### src/rtl/div_pkg.sv
// Shared types and constants for the sequential restoring divider.
package div_pkg;

  localparam int unsigned DIV_WIDTH = 32;
  localparam int unsigned CNT_W     = $clog2(DIV_WIDTH + 1);

  localparam logic [DIV_WIDTH-1:0] DZ_QUOTIENT = '1;
  localparam logic [DIV_WIDTH-1:0] SIGNED_MIN  = {1'b1, {(DIV_WIDTH-1){1'b0}}};

  typedef enum logic [1:0] {
    IDLE,
    CALC,
    FIX
  } div_state_e;

endpackage

### src/rtl/seq_divider_32_if.sv
// Start/busy/done handshake and operand/result bus between ALU controller and divider.
interface seq_divider_32_if
  import div_pkg::*;
#(
  parameter int unsigned WIDTH = DIV_WIDTH
) ();

  logic             start;
  logic             is_signed;
  logic [WIDTH-1:0] dividend;
  logic [WIDTH-1:0] divisor;
  logic             busy;
  logic             done;
  logic [WIDTH-1:0] quotient;
  logic [WIDTH-1:0] remainder;
  logic             dz;
  logic             ovf;

  modport master (
    output start, is_signed, dividend, divisor,
    input  busy, done, quotient, remainder, dz, ovf
  );

  modport slave (
    input  start, is_signed, dividend, divisor,
    output busy, done, quotient, remainder, dz, ovf
  );

endinterface

### src/rtl/twos_abs_neg.sv
// Combinational conditional two's-complement negate: out = neg ? -in : in.
module twos_abs_neg #(
  parameter int unsigned WIDTH = 32
) (
  input  logic [WIDTH-1:0] in_i,
  input  logic             neg_i,
  output logic [WIDTH-1:0] out_o
);

  assign out_o = neg_i ? (~in_i + WIDTH'(1)) : in_i;

endmodule

### src/rtl/seq_divider_32.sv
// Iterative restoring divider: one quotient bit per clock, signed/unsigned,
// divide-by-zero and signed-overflow flags, fixed latency.
module seq_divider_32
  import div_pkg::*;
(
  input  logic            clk,
  input  logic            rst_n,
  seq_divider_32_if.slave bus
);

  localparam int unsigned W = DIV_WIDTH;

  div_state_e       state_q, state_d;
  logic [CNT_W-1:0] cnt_q, cnt_d;
  logic             busy_q, busy_d;
  logic             done_q, done_d;
  logic [W-1:0]     quot_q, quot_d;
  logic [W-1:0]     remo_q, remo_d;
  logic             dz_q, dz_d;
  logic             ovf_q, ovf_d;
  logic [W-1:0]     pr_q, pr_d;
  logic [W-1:0]     qa_q, qa_d;
  logic [W-1:0]     dvs_q, dvs_d;
  logic [W-1:0]     raw_q, raw_d;
  logic             sa_q, sa_d;
  logic             sb_q, sb_d;
  logic             dzp_q, dzp_d;
  logic             ovfp_q, ovfp_d;

  logic             neg_a_c, neg_b_c;
  logic [W-1:0]     mag_a_c, mag_b_c;
  logic [W-1:0]     fix_q_c, fix_r_c;
  logic [W:0]       shifted_c, trial_c;

  assign neg_a_c = bus.is_signed & bus.dividend[W-1];
  assign neg_b_c = bus.is_signed & bus.divisor[W-1];

  twos_abs_neg #(.WIDTH(W)) u_abs_a (.in_i(bus.dividend), .neg_i(neg_a_c),     .out_o(mag_a_c));
  twos_abs_neg #(.WIDTH(W)) u_abs_b (.in_i(bus.divisor),  .neg_i(neg_b_c),     .out_o(mag_b_c));
  twos_abs_neg #(.WIDTH(W)) u_fix_q (.in_i(qa_q),         .neg_i(sa_q ^ sb_q), .out_o(fix_q_c));
  twos_abs_neg #(.WIDTH(W)) u_fix_r (.in_i(pr_q),         .neg_i(sa_q),        .out_o(fix_r_c));

  // Trial subtract in W+1 bits; the top bit is the borrow, i.e. "remainder too small".
  assign shifted_c = {pr_q, qa_q[W-1]};
  assign trial_c   = shifted_c - {1'b0, dvs_q};

  always_comb begin
    state_d = state_q;
    cnt_d   = cnt_q;
    busy_d  = busy_q;
    done_d  = 1'b0;
    quot_d  = quot_q;
    remo_d  = remo_q;
    dz_d    = dz_q;
    ovf_d   = ovf_q;
    pr_d    = pr_q;
    qa_d    = qa_q;
    dvs_d   = dvs_q;
    raw_d   = raw_q;
    sa_d    = sa_q;
    sb_d    = sb_q;
    dzp_d   = dzp_q;
    ovfp_d  = ovfp_q;

    unique case (state_q)
      IDLE: begin
        if (bus.start) begin
          sa_d    = neg_a_c;
          sb_d    = neg_b_c;
          qa_d    = mag_a_c;
          dvs_d   = mag_b_c;
          raw_d   = bus.dividend;
          dzp_d   = (bus.divisor == '0);
          ovfp_d  = bus.is_signed && (bus.dividend == SIGNED_MIN) && (bus.divisor == DZ_QUOTIENT);
          pr_d    = '0;
          cnt_d   = '0;
          busy_d  = 1'b1;
          state_d = CALC;
        end
      end
      CALC: begin
        pr_d  = trial_c[W] ? shifted_c[W-1:0] : trial_c[W-1:0];
        qa_d  = {qa_q[W-2:0], ~trial_c[W]};
        cnt_d = cnt_q + CNT_W'(1);
        if (cnt_q == CNT_W'(W - 1)) state_d = FIX;
      end
      FIX: begin
        busy_d  = 1'b0;
        done_d  = 1'b1;
        dz_d    = dzp_q;
        ovf_d   = ovfp_q;
        state_d = IDLE;
        if (dzp_q) begin
          quot_d = DZ_QUOTIENT;
          remo_d = raw_q;
        end else if (ovfp_q) begin
          quot_d = SIGNED_MIN;
          remo_d = '0;
        end else begin
          quot_d = fix_q_c;
          remo_d = fix_r_c;
        end
      end
      default: state_d = IDLE;
    endcase
  end

  always_ff @(posedge clk or negedge rst_n) begin
    if (!rst_n) begin
      state_q <= IDLE;
      cnt_q   <= '0;
      busy_q  <= 1'b0;
      done_q  <= 1'b0;
      quot_q  <= '0;
      remo_q  <= '0;
      dz_q    <= 1'b0;
      ovf_q   <= 1'b0;
      pr_q    <= '0;
      qa_q    <= '0;
      dvs_q   <= '0;
      raw_q   <= '0;
      sa_q    <= 1'b0;
      sb_q    <= 1'b0;
      dzp_q   <= 1'b0;
      ovfp_q  <= 1'b0;
    end else begin
      state_q <= state_d;
      cnt_q   <= cnt_d;
      busy_q  <= busy_d;
      done_q  <= done_d;
      quot_q  <= quot_d;
      remo_q  <= remo_d;
      dz_q    <= dz_d;
      ovf_q   <= ovf_d;
      pr_q    <= pr_d;
      qa_q    <= qa_d;
      dvs_q   <= dvs_d;
      raw_q   <= raw_d;
      sa_q    <= sa_d;
      sb_q    <= sb_d;
      dzp_q   <= dzp_d;
      ovfp_q  <= ovfp_d;
    end
  end

  assign bus.busy      = busy_q;
  assign bus.done      = done_q;
  assign bus.quotient  = quot_q;
  assign bus.remainder = remo_q;
  assign bus.dz        = dz_q;
  assign bus.ovf       = ovf_q;

endmodule

### src/flat_wrapper.sv
// flat-port wrapper written by rule: the top's interface ports become plain ports
module seq_divider_32_flat import div_pkg::*;
  (clk, rst_n, bus_start, bus_is_signed, bus_dividend, bus_divisor, bus_busy, bus_done, bus_quotient, bus_remainder, bus_dz, bus_ovf);
  seq_divider_32_if bus_i ();
  input  logic clk;
  input  logic rst_n;
  input wire logic [$bits(bus_i.start)-1:0] bus_start;
  input wire logic [$bits(bus_i.is_signed)-1:0] bus_is_signed;
  input wire logic [$bits(bus_i.dividend)-1:0] bus_dividend;
  input wire logic [$bits(bus_i.divisor)-1:0] bus_divisor;
  output wire logic [$bits(bus_i.busy)-1:0] bus_busy;
  output wire logic [$bits(bus_i.done)-1:0] bus_done;
  output wire logic [$bits(bus_i.quotient)-1:0] bus_quotient;
  output wire logic [$bits(bus_i.remainder)-1:0] bus_remainder;
  output wire logic [$bits(bus_i.dz)-1:0] bus_dz;
  output wire logic [$bits(bus_i.ovf)-1:0] bus_ovf;
  assign bus_i.start = bus_start;
  assign bus_i.is_signed = bus_is_signed;
  assign bus_i.dividend = bus_dividend;
  assign bus_i.divisor = bus_divisor;
  assign bus_busy = bus_i.busy;
  assign bus_done = bus_i.done;
  assign bus_quotient = bus_i.quotient;
  assign bus_remainder = bus_i.remainder;
  assign bus_dz = bus_i.dz;
  assign bus_ovf = bus_i.ovf;
  seq_divider_32 u_core (.clk(clk), .rst_n(rst_n), .bus(bus_i));
endmodule
### config.mk
export PLATFORM = sky130hd
export DESIGN_NAME = seq_divider_32_flat
export DESIGN_NICKNAME = d
export VERILOG_FILES = /design/src/rtl/div_pkg.sv /design/src/rtl/seq_divider_32_if.sv /design/src/rtl/twos_abs_neg.sv /design/src/rtl/seq_divider_32.sv /design/src/flat_wrapper.sv
export SDC_FILE = /design/constraint.sdc
export NUM_CORES = 1
export LEC_CHECK = 0
export ABC_AREA = 1
export BUFFER_PORTS_ARGS = -buffer_cell sky130_fd_sc_hd__clkbuf_2
export CORE_MARGIN = 5
export CORE_UTILIZATION = 51
export CTS_BUF_LIST = sky130_fd_sc_hd__clkbuf_16
export DETAILED_ROUTE_END_ITERATION = 10
export PLACE_DENSITY = 0.7
export SLEW_MARGIN = 25
export SYNTH_ARGS = -nofsm -noshare
export SYNTH_HDL_FRONTEND = slang
export SYNTH_SLANG_ARGS = --single-unit
### constraint.sdc
create_clock -name clk -period 3.91 [get_ports clk]
set_clock_uncertainty 0.15 [all_clocks]
set_input_delay 0.5865 -clock clk [delete_from_list [all_inputs] [get_ports clk]]
set_output_delay 0.5865 -clock clk [all_outputs]
set_load 0.01 [all_outputs]
==> results by group, run 1 <==
Route
  • DRC: 0
  • Vias post-DR: 15100
  • DRT Pass-1 Iters: 6
  • Routed WL: 49.5 mm
  • Detailed Route Iter0 Violations: 1385
  • WL/cell: 18.3 um
  • DR vias/cell: 5.57
  • ANT nets after route: 0

Synth
  • Commonest register cell after synthesis: dfrtp_1
  • Asr flop ratio synth: 1.00
  • Synthesized area: 14600 um^2
  • Syn Nets: 2308
  • Register bit count reported by yosys: 208
  • Synth Warn #: 0
  • Distinct cells, synth: 49
  • Syn avg cell area: 6.65 um^2
  • Gate Count Post-Synth: 2201
  • Sequential fraction of the synthesis area: 0.356
  • Post-synth EDFFs: 0

Placement
  • Input/output buffers: 135
  • Detailed Place HPWL: 38.8 mm
  • Routability cong.: 1.01

Clocking
  • Clock slew at reported path FFs: 60 ps
  • Bufs on Longest Clock Path: 3
  • # clock sinks: 208
  • H-tree Lvls: 1
  • Inserted Clock Buffers: 25
  • CTS tree: done
  • Worst skew pair latency: 520 ps
  • Postcts setup bufs: 0
  • Root buf cell: clkbuf_16

Critical path
  • Arr. time, crit path: 3230 ps
  • Worst Reg2Reg Path Length in Cells: 16
  • WP data required: 4170 ps
  • Kind of end point of the critical path: flop
  • R2R Path End: u_core.pr_q[24]
  • R2r startpoint: u_core.dvs_q[0]
  • Worst setup SP type: flop
  • R2R Setup Slk: 940 ps
  • Crit Path Max Fanout: 15
  • Crit path kind: flop to flop

Timing
  • Tcrit/Tclk final: 0.760
  • Worst slew pin tran: 894 ps
  • Fin crit period: 2970 ps
  • Fin. max-slew vios: 0
  • Setup TNS: 0 ps
  • Endpoints failing setup: 0
  • Hold Vio Cnt, Final: 0
  • Worst relative slew slack: 0.398
  • RSZ-0062 raised after global routing: no
  • Maximum clock frequency: 336 MHz

Worst hold path
  • Hold_sp: bus_dividend[11]
  • Hold depth: 3
  • Hold Path Sink: u_core.raw_q[11]
  • Hold Crit Class: input pin to flop

Layout
  • Diodes inserted: 0
  • # fillers: 2873
  • Fin nets: 2410
  • Share of layout cells above drive strength 1: 0.0975
  • Area grow syn2layout: 12.2%

Power
  • Leakage power: 0.00865 uW
  • Tot Pwr: 15200 uW
  • Peak supply drop: 0.000345 V
  • Pwr/cell area: 923 nW/um^2

GRT
  • Vias in the first global route: 14400
  • GRT met3 Usage: 0.0428
  • Global-route wire length before repair: 79.5 mm
  • Grt met2 use: 0.463
  • Met1 Track Usage GR: 0.444
  • Initial antenna violation count: 2
  • Grt ovf: 0
  • Gr usage total: 0.302
  • Busiest layer in global routing: met2
  • Largest net degree at the start of global routing: 82

Floorplan
  • Core box area: 28500 um^2
  • Die Wd: 179 um
  • Die area: 32200 um^2
  • Ports: 136
  • Die H: 179 um
  • Cell Rows: 62
  • Starting Density: 0.513

Outcome
  • Status: finished clean

Job
  • Max-capacitance violation count: 0
-- report_power, final --
| group | internal (uW) | switching [uW] | leakage (uW) | total, uW |
|---|---|---|---|---|
| registers | 3150 | 1050 | 0.00247 | 4200 |
| clock network | 1350 | 913 | 0.000410 | 2260 |
| logic | 2980 | 5710 | 0.00577 | 8690 |
-- placed cells by master (no fill, tap or decap), drive strengths merged --
| master | n |
|---|---|
| o22ai | 5 |
| dfrtp | 208 |
| nand3 | 274 |
| fa | 1 |
| nand2 | 693 |
| a21oi | 48 |
| o31ai | 7 |
| clkinv | 9 |
| nor4 | 5 |
| o21a | 1 |
| o41ai | 2 |
| nor2 | 194 |
| a21o | 2 |
| o221ai | 5 |
| nand4 | 34 |
| nand3b | 15 |
| inv | 309 |
| and3 | 2 |
| clkbuf | 160 |
| buf | 13 |
| xnor2 | 12 |
| o211ai | 33 |
| a22o | 1 |
| o21bai | 8 |
| nor3 | 28 |
| a31oi | 4 |
| or2 | 6 |
| a22oi | 28 |
| dlygate4sd3 | 1 |
| o311ai | 4 |
| ha | 38 |
| o21ai | 116 |
| and2 | 1 |
| bufinv | 3 |
| xor2 | 49 |
-- cell usage after synthesis, types with 3 or more instances --
cell | count | area, um^2
nand2_4 | 4 | 45.0
o221ai_1 | 5 | 43.8
nor3_2 | 4 | 40.0
nand2_2 | 5 | 31.3
nor2_1 | 188 | 706
o311ai_0 | 4 | 35.0
inv_1 | 293 | 1100
nor2_2 | 5 | 31.3
xnor2_1 | 12 | 105
nand3_1 | 272 | 1360
buf_1 | 11 | 41.3
or2_2 | 6 | 37.5
o31ai_1 | 6 | 45.0
nand2_1 | 684 | 2570
o211ai_1 | 33 | 248
o21ai_1 | 3 | 15.0
a21oi_1 | 46 | 230
o21ai_0 | 112 | 561
xor2_1 | 49 | 429
buf_2 | 9 | 45.0
inv_2 | 9 | 33.8
nor3_1 | 24 | 120
nor4_1 | 5 | 31.3
a31oi_1 | 4 | 25.0
a22oi_1 | 28 | 210
o22ai_1 | 5 | 31.3
nand4_1 | 34 | 213
o21bai_1 | 8 | 60.1
clkbuf_1 | 50 | 188
ha_1 | 38 | 475
dfrtp_1 | 208 | 5200
nand3b_1 | 15 | 113
-- metrics by stage --
step,hold slack (ps),utilization,instance area [um^2],worst slack [ps],std cells
after floorplan,141,-,14600,1580,2201
after global placement,303,0.548,15600,969,2659
after detailed placement,314,0.548,15600,921,2659
after CTS,200,0.575,16400,962,2703
after global routing,225,0.575,16400,719,2703
final,219,0.575,16400,938,2703
-- worst max-delay path, stage by stage (launching register included) --
cell and delay (ps):
dfrtp_1 490, ha_1 280, fa_1 400, inv_1 90, nand2_1 60, nand2_1 100, nand3_1 90, nand2_2 140
nand2_2 80, nand2_2 90, nand2_4 80, nand2_4 80, nand2_2 160, nand2_2 310, nand2_1 100, nand3_1 90
nand2_1 60
-- sequential cells by signal, indices dropped and copies added, names as in the netlist --
signal,flops
u_core.dzp_q,1
u_core.bus.done,1
u_core.bus.busy,1
u_core.cnt_q,6
u_core.bus.remainder,32
u_core.pr_q,32
u_core.qa_q,32
u_core.state_q,2
u_core.sa_q,1
u_core.bus.ovf,1
u_core.ovfp_q,1
u_core.raw_q,32
u_core.sb_q,1
u_core.bus.dz,1
u_core.bus.quotient,32
u_core.dvs_q,32
-- how the worst max path moves through the flow --
stage | end | slack [ps] | start | depth (start not counted)
after detailed placement | u_core.dvs_q[22] | 920 | bus_is_signed | 7
after CTS | u_core.pr_q[21] | 960 | u_core.dvs_q[0] | 16
final | u_core.pr_q[24] | 940 | u_core.dvs_q[0] | 16
after floorplan | u_core.pr_q[8] | 1580 | u_core.qa_q[31] | 18
after global routing | u_core.pr_q[21] | 720 | u_core.dvs_q[0] | 16
after global placement | u_core.dvs_q[22] | 970 | bus_is_signed | 7
-- per-layer routing --
metal / wire, um / up-vias
li1: - / 7328
met1: 22800 / 7048
met2: 21700 / 579
met3: 3320 / 107
met4: 1710 / 4
met5: 27 / -
-- timing repair --
action	4_1_cts	5_1_grt
hold buffers	1	0
hold endpoints to repair	65	0
gates resized for setup	0	0
-- cell families (layout without fill, tap and decap cells) --
kind of cell | after synthesis | count (layout) | share of synthesized area
xor+xnor | 61 | 61 | 0.0365
compound gates | 264 | 264 | 0.109
fa+ha+maj | 39 | 39 | 0.0339
buf+inv | 377 | 495 | 0.0990
simple gates | 1252 | 1252 | 0.366
flops | 208 | 208 | 0.356
-- layout make-up --
class                   count  area (um^2)  area share
clock buffers              25          626      0.0381
multi-input cells        1616         8000       0.487
clock inverters            18          159     0.00967
well taps                 384          480      0.0293
inverters                 303         1140      0.0692
repair buffers            149          817      0.0497
flip-flops and latches    208         5200       0.317
Power figures use the tool's default switching activity.
==> inputs of run 2 (changes only) <==
--- a/config.mk
+++ b/config.mk
@@ -5,13 +5,13 @@
 export SDC_FILE = /design/constraint.sdc
 export NUM_CORES = 1
 export LEC_CHECK = 0
-export ABC_AREA = 1
+export ABC_AREA = 0
 export BUFFER_PORTS_ARGS = -buffer_cell sky130_fd_sc_hd__clkbuf_2
 export CORE_MARGIN = 5
 export CORE_UTILIZATION = 51
 export CTS_BUF_LIST = sky130_fd_sc_hd__clkbuf_16
 export DETAILED_ROUTE_END_ITERATION = 10
-export PLACE_DENSITY = 0.7
+export PLACE_DENSITY = 0.73
 export SLEW_MARGIN = 25
 export SYNTH_ARGS = -nofsm -noshare
 export SYNTH_HDL_FRONTEND = slang
==> constraint.sdc (replaced) <==
create_clock -name clk -period 2.5 [get_ports clk]
set_clock_uncertainty 0.15 [all_clocks]
set_input_delay 0.375 -clock clk [delete_from_list [all_inputs] [get_ports clk]]
set_output_delay 0.375 -clock clk [all_outputs]
set_load 0.01 [all_outputs]
==> results by group, run 2 <==
Critical path
  • Crit path cell chain: inv_1 > ha_2 > fa_2 > nor2b_2 > o31a_1 > o21ai_2 > buf_4 > o21bai_1 > a221o_1 > buf_4 > xnor2_1 > nor3_1 > a21oi_2 > o21ai_1
  • Crit. Startpoint: u_core.qa_q[31]
  • WP data required: 2790 ps (-1380 ps)
  • Worst setup SP type: flop
  • Crit Path Max Fanout: 4 (-11)
  • Kind of end point of the critical path: flop
  • CP max stage delay: 410 ps (-80 ps)
  • Slowest CP cell: a221o_1
  • Crit path kind: flop to flop
  • Arr. time, crit path: 3340 ps (+110 ps)
  • R2R Setup Slk: -550 ps (-1490 ps)
  • R2r startpoint: u_core.qa_q[31]
  • Most frequent CP cell: buf_4

GRT
  • Global-route wire length before repair: 68.6 mm (-14%)
  • Grt ovf: 0 (unchanged)
  • Initial antenna violation count: 0 (-2)
  • Vias in the first global route: 12700 (-12%)
  • Largest net degree at the start of global routing: 88 (+7.3%)
  • Gr usage total: 0.298 (-0.00388)

Synth
  • Synth Warn #: 0 (unchanged)
  • Area fraction of the dominant cell type after synthesis: 0.406 (+0.0504)
  • Distinct cells, synth: 67 (+37%)
  • Post-synth EDFFs: 0 (unchanged)
  • Commonest register cell after synthesis: dfrtp_1
  • Top-count cell post-synth: dfrtp_1
  • Synth area leader: dfrtp_1
  • Gate Count Post-Synth: 1511 (-31%)
  • Synthesized area: 12800 um^2 (-12%)
  • Asr flop ratio synth: 1.00 (unchanged)
  • Synth top cells by count: dfrtp_1, nand2_1, o21ai_0
  • Syn Nets: 1618 (-30%)
  • Synth area leaders: dfrtp_1, nand2_1, o21ai_0, xnor2_1, xor2_1
  • Syn avg cell area: 8.48 um^2 (+28%)
  • Sequential fraction of the synthesis area: 0.406 (+0.0504)
  • Register bit count reported by yosys: 208 (unchanged)

Timing
  • Worst slew pin tran: 920 ps (+26.4 ps)
  • Tcrit/Tclk final: 1.22 (+0.462)
  • Fin crit period: 3050 ps (+82.8 ps)
  • Fin worst setup slack: -555 ps (-1490 ps)
  • Fin. max-slew vios: 0 (unchanged)
  • Endpoints failing setup: 59 (+59)
  • Hold Vio Cnt, Final: 0 (unchanged)
  • Maximum clock frequency: 327 MHz (-2.7%)
  • RSZ-0062 raised after global routing: yes
  • Worst relative slew slack: 0.384 (-0.0136)

Route
  • DRC: 0 (unchanged)
  • Vias post-DR: 13200 (-13%)
  • DRT Pass-1 Iters: 6 (unchanged)
  • DR vias/cell: 5.93 (+6.4%)
  • Detailed Route Iter0 Violations: 1479 (+6.8%)
  • WL/cell: 20.2 um (+10%)
  • Routed WL: 44.9 mm (-9.3%)
  • ANT nets after route: 0 (unchanged)

Outcome
  • Status: finished, violations left
  • Failing checks: negative setup slack

Floorplan
  • Cell Rows: 58 (-6.5%)
  • Core box area: 25000 um^2 (-13%)
  • Die H: 169 um (-6.1%)
  • Die Wd: 169 um (-6.1%)
  • Ports: 136 (unchanged)
  • Starting Density: 0.514 (+0.000822)
  • Die area: 28400 um^2 (-12%)

Placement
  • Placed Instances: 2144 (-19%)
  • Input/output buffers: 135 (unchanged)
  • Detailed Place HPWL: 32.5 mm (-16%)
  • Setup slack at placement: -491 ps (-1410 ps)
  • Routability cong.: 0.926 (-8.1%)

Layout
  • Area grow syn2layout: 35.7%
  • Most frequent cells in the layout: buf_4, dfrtp_1, nand2_1, clkbuf_2, o21ai_0
  • # fillers: 1959 (-32%)
  • Fin nets: 1982 (-18%)
  • Core Util, Final: 0.697 (+0.122)
  • Final Non-Filler Cells: 2222 (-18%)
  • Diodes inserted: 0 (unchanged)
  • Share of layout cells above drive strength 1: 0.302 (+0.205)
  • Most common cell after layout, fill and taps aside: buf_4

Power
  • Flop pwr share: 0.239 (-0.038)
  • Pwr/cell area: 1370 nW/um^2 (+49%)
  • Int Pwr: 13600 uW (+82%)
  • Switching Fraction: 0.431 (-0.0756)
  • Clock power frac: 0.135 (-0.014)
  • Peak supply drop: 0.000852 V (+150%)
  • Leakage power: 0.00808 uW (-6.6%)
  • Sw Pwr: 10300 uW (+34%)
  • Logic pwr share: 0.626 (+0.053)

Job
  • Max-capacitance violation count: 0 (unchanged)

Clocking
  • Root buf cell: clkbuf_16
  • # clock sinks: 208 (unchanged)
  • CTS tree: done
  • Worst skew pair latency: 530 ps (about the same)
  • Bufs on Longest Clock Path: 3 (unchanged)
  • Inserted Clock Buffers: 23 (-8.0%)
  • Clock slew at reported path FFs: 70 ps (about the same)
  • H-tree Lvls: 1 (unchanged)

Worst hold path
  • Hold_sp: bus_dividend[31]
  • Hold Crit Class: input pin to flop
-- run 2: changes by cell type in the layout (fill, tap and decap cells not counted), sizes merged, moves of 56 or more --
cell | before | now
nand2 | 693 | 203
o21ai | 116 | 189
xnor2 | 12 | 78
nor2 | 194 | 108
inv | 309 | 65
a21oi | 48 | 104
nand3 | 274 | 42
buf | 13 | 274
-- run 2: power by group through the flow --
stage / clock network (uW) / logic (uW) / registers, uW
floorplan: 0 / 7190 / 5830
detailed placement: 0 / 12800 / 5630
global placement: 0 / 12500 / 5580
global route: 3400 / 16100 / 5810
finish: 3220 / 14900 / 5700
CTS: 3250 / 13700 / 5610
-- run 2: through the flow --
stage	power [uW]	setup TNS, ps	area [um^2]	hold WS, ps
floorplan	13000	-12440	13000	-70.6
global placement	18100	-17050	15700	213
global route	25300	-24410	17400	14.1
detailed placement	18400	-20660	15700	215
CTS	22600	-14530	17000	0.760
finish	23900	-18420	17400	3.21
-- run 2: cell families after synthesis --
group	after synthesis	synth area share
compound gates	480	0.229
xor+xnor	142	0.0970
fa+ha+maj	39	0.0386
buf+inv	138	0.0409
flops	208	0.406
mux	19	0.0149
simple gates	485	0.174
-- run 2: worst paths after layout --
check                                   endpoint  cells past startpoint
worst max-delay path             u_core.pr_q[14]                     14
max in group asynchronous        u_core.cnt_q[1]                      3
worst max register to register   u_core.pr_q[14]                     14
worst min register to register  u_core.raw_q[14]                      2
min in group asynchronous        u_core.bus.done                      2
worst min-delay path             u_core.qa_q[31]                      3
-- run 2: layout make-up --
type | instances | area [um^2] | area share
Tap cell | 330 | 413 | 0.0237
Inverter | 58 | 220 | 0.0127
Sequential cell | 208 | 5200 | 0.299
Clock inverter | 19 | 124 | 0.00712
Multi-Input combinational cell | 1165 | 7860 | 0.452
Timing Repair Buffer | 419 | 3000 | 0.172
Clock buffer | 23 | 576 | 0.0331
-- run 2: critical path, delay by kind of cell, from the launching register on --
family | cells | cell delay (ps)
flops | 1 | 380
buf+inv | 3 | 380
xor+xnor | 1 | 120
compound gates | 6 | 1160
fa+ha+maj | 2 | 390
simple gates | 2 | 380
-- run 2: timing repair --
| action | CTS | global route |
|---|---|---|
| buffers inserted | 12 | 17 |
| cloned | 0 | 1 |
| hold buffers | 9 | 0 |
| gates resized for setup | 102 | 56 |
| endpoints found under the setup margin | 59 | 68 |
| pin swaps | 46 | 31 |
| hold endpoints to repair | 55 | 0 |
-- run 2: routing by layer --
layer	routed length, um	track usage
met2	21200	0.494
met5	0	0
met1	18600	0.408
met4	1780	0.0935
met3	3320	0.0413
==> inputs of run 3 (changes only) <==
--- a/config.mk
+++ b/config.mk
@@ -11,7 +11,7 @@
 export CORE_UTILIZATION = 51
 export CTS_BUF_LIST = sky130_fd_sc_hd__clkbuf_16
 export DETAILED_ROUTE_END_ITERATION = 10
-export PLACE_DENSITY = 0.73
+export PLACE_DENSITY = 0.71
 export SLEW_MARGIN = 25
 export SYNTH_ARGS = -nofsm -noshare
 export SYNTH_HDL_FRONTEND = slang
==> constraint.sdc (replaced) <==
create_clock -name clk -period 3.3 [get_ports clk]
set_clock_uncertainty 0.15 [all_clocks]
set_input_delay 0.495 -clock clk [delete_from_list [all_inputs] [get_ports clk]]
set_output_delay 0.495 -clock clk [all_outputs]
set_load 0.01 [all_outputs]
==> results by group, run 3 (synthesis results as in run 2) <==
Power
  • Switching Fraction: 0.439 (+0.00842)
  • Leakage power: 0.00675 uW (-16%)
  • Sw Pwr: 6540 uW (-36%)
  • Tot Pwr: 14900 uW (-38%)
  • Flop pwr share: 0.298 (+0.059)
  • Clock power frac: 0.164 (+0.029)
  • Peak supply drop: 0.000456 V (-47%)
  • Logic pwr share: 0.537 (-0.089)
  • Pwr/cell area: 1000 nW/um^2 (-27%)
  • Int Pwr: 8350 uW (-39%)

Critical path
  • Worst Reg2Reg Path Length in Cells: 11 (-3)
  • R2r startpoint: u_core.pr_q[1]
  • Slowest CP cell: dfrtp_1
  • WP data required: 3580 ps (+790 ps)
  • Buf/Inv on CP: 1 (-2)
  • Most frequent CP cell: o31a_1
  • R2R Setup Slk: 160 ps (+710 ps)
  • Crit path cell chain: ha_1 > nor2b_2 > o31a_1 > o21ai_4 > o21ai_2 > o211ai_1 > mux2i_2 > or2_1 > buf_4 > o31a_1 > o21ai_1
  • Crit path kind: flop to flop
  • Crit Path Max Fanout: 10 (+6)
  • Arr. time, crit path: 3430 ps (+90 ps)
  • Worst setup SP type: flop
  • Kind of end point of the critical path: flop
  • R2R Path End: u_core.pr_q[7]
  • Worst path top cell family by delay: compound AO/OA/AOI/OAI gates
  • CP max stage delay: 430 ps (+20 ps)

Timing
  • Worst slew pin tran: 866 ps (-53.8 ps)
  • Maximum clock frequency: 318 MHz (-2.8%)
  • Fin crit period: 3140 ps (+87.7 ps)
  • Worst relative slew slack: 0.420 (+0.0360)
  • Setup TNS: 0 ps (+18420 ps)
  • Fin. max-slew vios: 0 (unchanged)
  • Hold Vio Cnt, Final: 0 (unchanged)
  • Tcrit/Tclk final: 0.952 (-0.270)
  • Worst Hold Margin: 91.1 ps (+87.9 ps)
  • Endpoints failing setup: 0 (-100%)

Placement
  • Input/output buffers: 135 (unchanged)
  • Detailed Place HPWL: 29.8 mm (-8.4%)
  • Dpl cell area: 14100 um^2 (-10%)
  • Routability cong.: 0.922 (-0.40%)

Floorplan
  • Die area: 28400 um^2 (unchanged)
  • Core box area: 25000 um^2 (unchanged)
  • Cell Rows: 58 (unchanged)
  • Die Wd: 169 um (unchanged)
  • Die H: 169 um (unchanged)
  • Ports: 136 (unchanged)
  • Starting Density: 0.514 (unchanged)

Worst hold path
  • Hold depth: 3 (unchanged)
  • Hold Path Sink: u_core.raw_q[6]
  • Hold_sp: bus_dividend[6]
  • Hold Crit Class: input pin to flop

Clocking
  • Clock slew at reported path FFs: 60 ps (about the same)
  • # clock sinks: 208 (unchanged)
  • Worst skew pair latency: 520 ps (about the same)
  • Inserted Clock Buffers: 24 (+4.3%)
  • Bufs on Longest Clock Path: 3 (unchanged)
  • H-tree Lvls: 1 (unchanged)
  • CTS tree: done
  • Root buf cell: clkbuf_16

Route
  • Routed WL: 39.5 mm (-12%)
  • DR vias/cell: 5.93 (about the same)
  • ANT nets after route: 0 (unchanged)
  • DRT Pass-1 Iters: 6 (unchanged)
  • Detailed Route Iter0 Violations: 1250 (-15%)
  • DRC: 0 (unchanged)
  • Vias post-DR: 11800 (-10%)
  • WL/cell: 19.8 um (-2.0%)

Layout
  • Final Cell Area: 14900 um^2 (-15%)
  • Most frequent cells in the layout: dfrtp_1, nand2_1, o21ai_0, clkbuf_2, nor2_1
  • Area grow syn2layout: 16.0%
  • Share of layout cells above drive strength 1: 0.154 (-0.149)
  • Diodes inserted: 0 (unchanged)
  • Core Util, Final: 0.596 (-0.101)
  • Most common cell after layout, fill and taps aside: dfrtp_1
  • Fin nets: 1756 (-11%)

Job
  • Max-capacitance violation count: 0 (unchanged)

GRT
  • Grt ovf: 0 (unchanged)
  • Global-route wire length before repair: 63.5 mm (-7.4%)
  • Largest net degree at the start of global routing: 98 (+11%)
  • Vias in the first global route: 11400 (-10%)
  • Initial antenna violation count: 0 (unchanged)
  • Gr usage total: 0.276 (-0.0217)

Outcome
  • Status: finished clean
[run 3: changes by cell type in the layout (fill, tap and decap cells not counted), sizes merged]
cell,before,now
buf,274,56
bufinv,1,0
inv,65,62
clkinvlp,1,2
clkbuf,159,160
dlygate4sd3,9,1
clkinv,10,13
[run 3: area by class of cell]
class	count	area (um^2)
fillers	2300	10100
multi-input cells	1165	7160
flip-flops and latches	208	5200
repair buffers	192	1160
clock buffers	25	626
well taps	330	413
inverters	58	218
clock inverters	19	85.1
[run 3: power groups by stage]
stage / logic [uW] / registers, uW / clock network, uW
6_report: 8000 / 4440 / 2450
5_1_grt: 8870 / 4560 / 2600
3_3_place_gp: 7610 / 4410 / 0
4_1_cts: 7900 / 4410 / 2470
3_5_place_dp: 7750 / 4440 / 0
2_1_floorplan: 5320 / 4390 / 0
[run 3: metal layers]
layer  wire [um]  GRT usage
met1       17400      0.394
met2       17900      0.434
met3        2790     0.0404
met4        1350     0.0932
met5           0          0
[run 3: metrics by stage]
step	std cells	setup slack (ps)
after global routing	1997	-11.8
after CTS	1996	65.1
final	1997	158
after floorplan	1511	178
after detailed placement	1949	-104
after global placement	1949	-8.22
[run 3: how the worst max path moves through the flow]
stage                    start              end  slack [ps]  cells past startpoint
5_1_grt         u_core.pr_q[1]  u_core.pr_q[11]         -10                     11
4_1_cts        u_core.dvs_q[0]   u_core.pr_q[7]          70                     12
3_3_place_gp   u_core.dvs_q[0]  u_core.pr_q[31]          -8                     11
6_report        u_core.pr_q[1]   u_core.pr_q[7]         160                     11
2_1_floorplan   u_core.pr_q[1]   u_core.pr_q[1]         180                     12
3_5_place_dp   u_core.dvs_q[0]  u_core.pr_q[31]        -100                     11
[run 3: repair_timing]
item                                    4_1_cts  5_1_grt
pin swaps                                     1        3
gates resized for setup                       0       10
endpoints found under the setup margin       16       34
endpoints found under the hold margin        45        0
hold buffers                                  1        0
buffers inserted                              2        1
gates cloned                                  0        0
[run 3: tightest hold or removal path: cells and delay by family]
family,cells,cell delay (ps)
buf+inv,1,120
simple gates,2,120
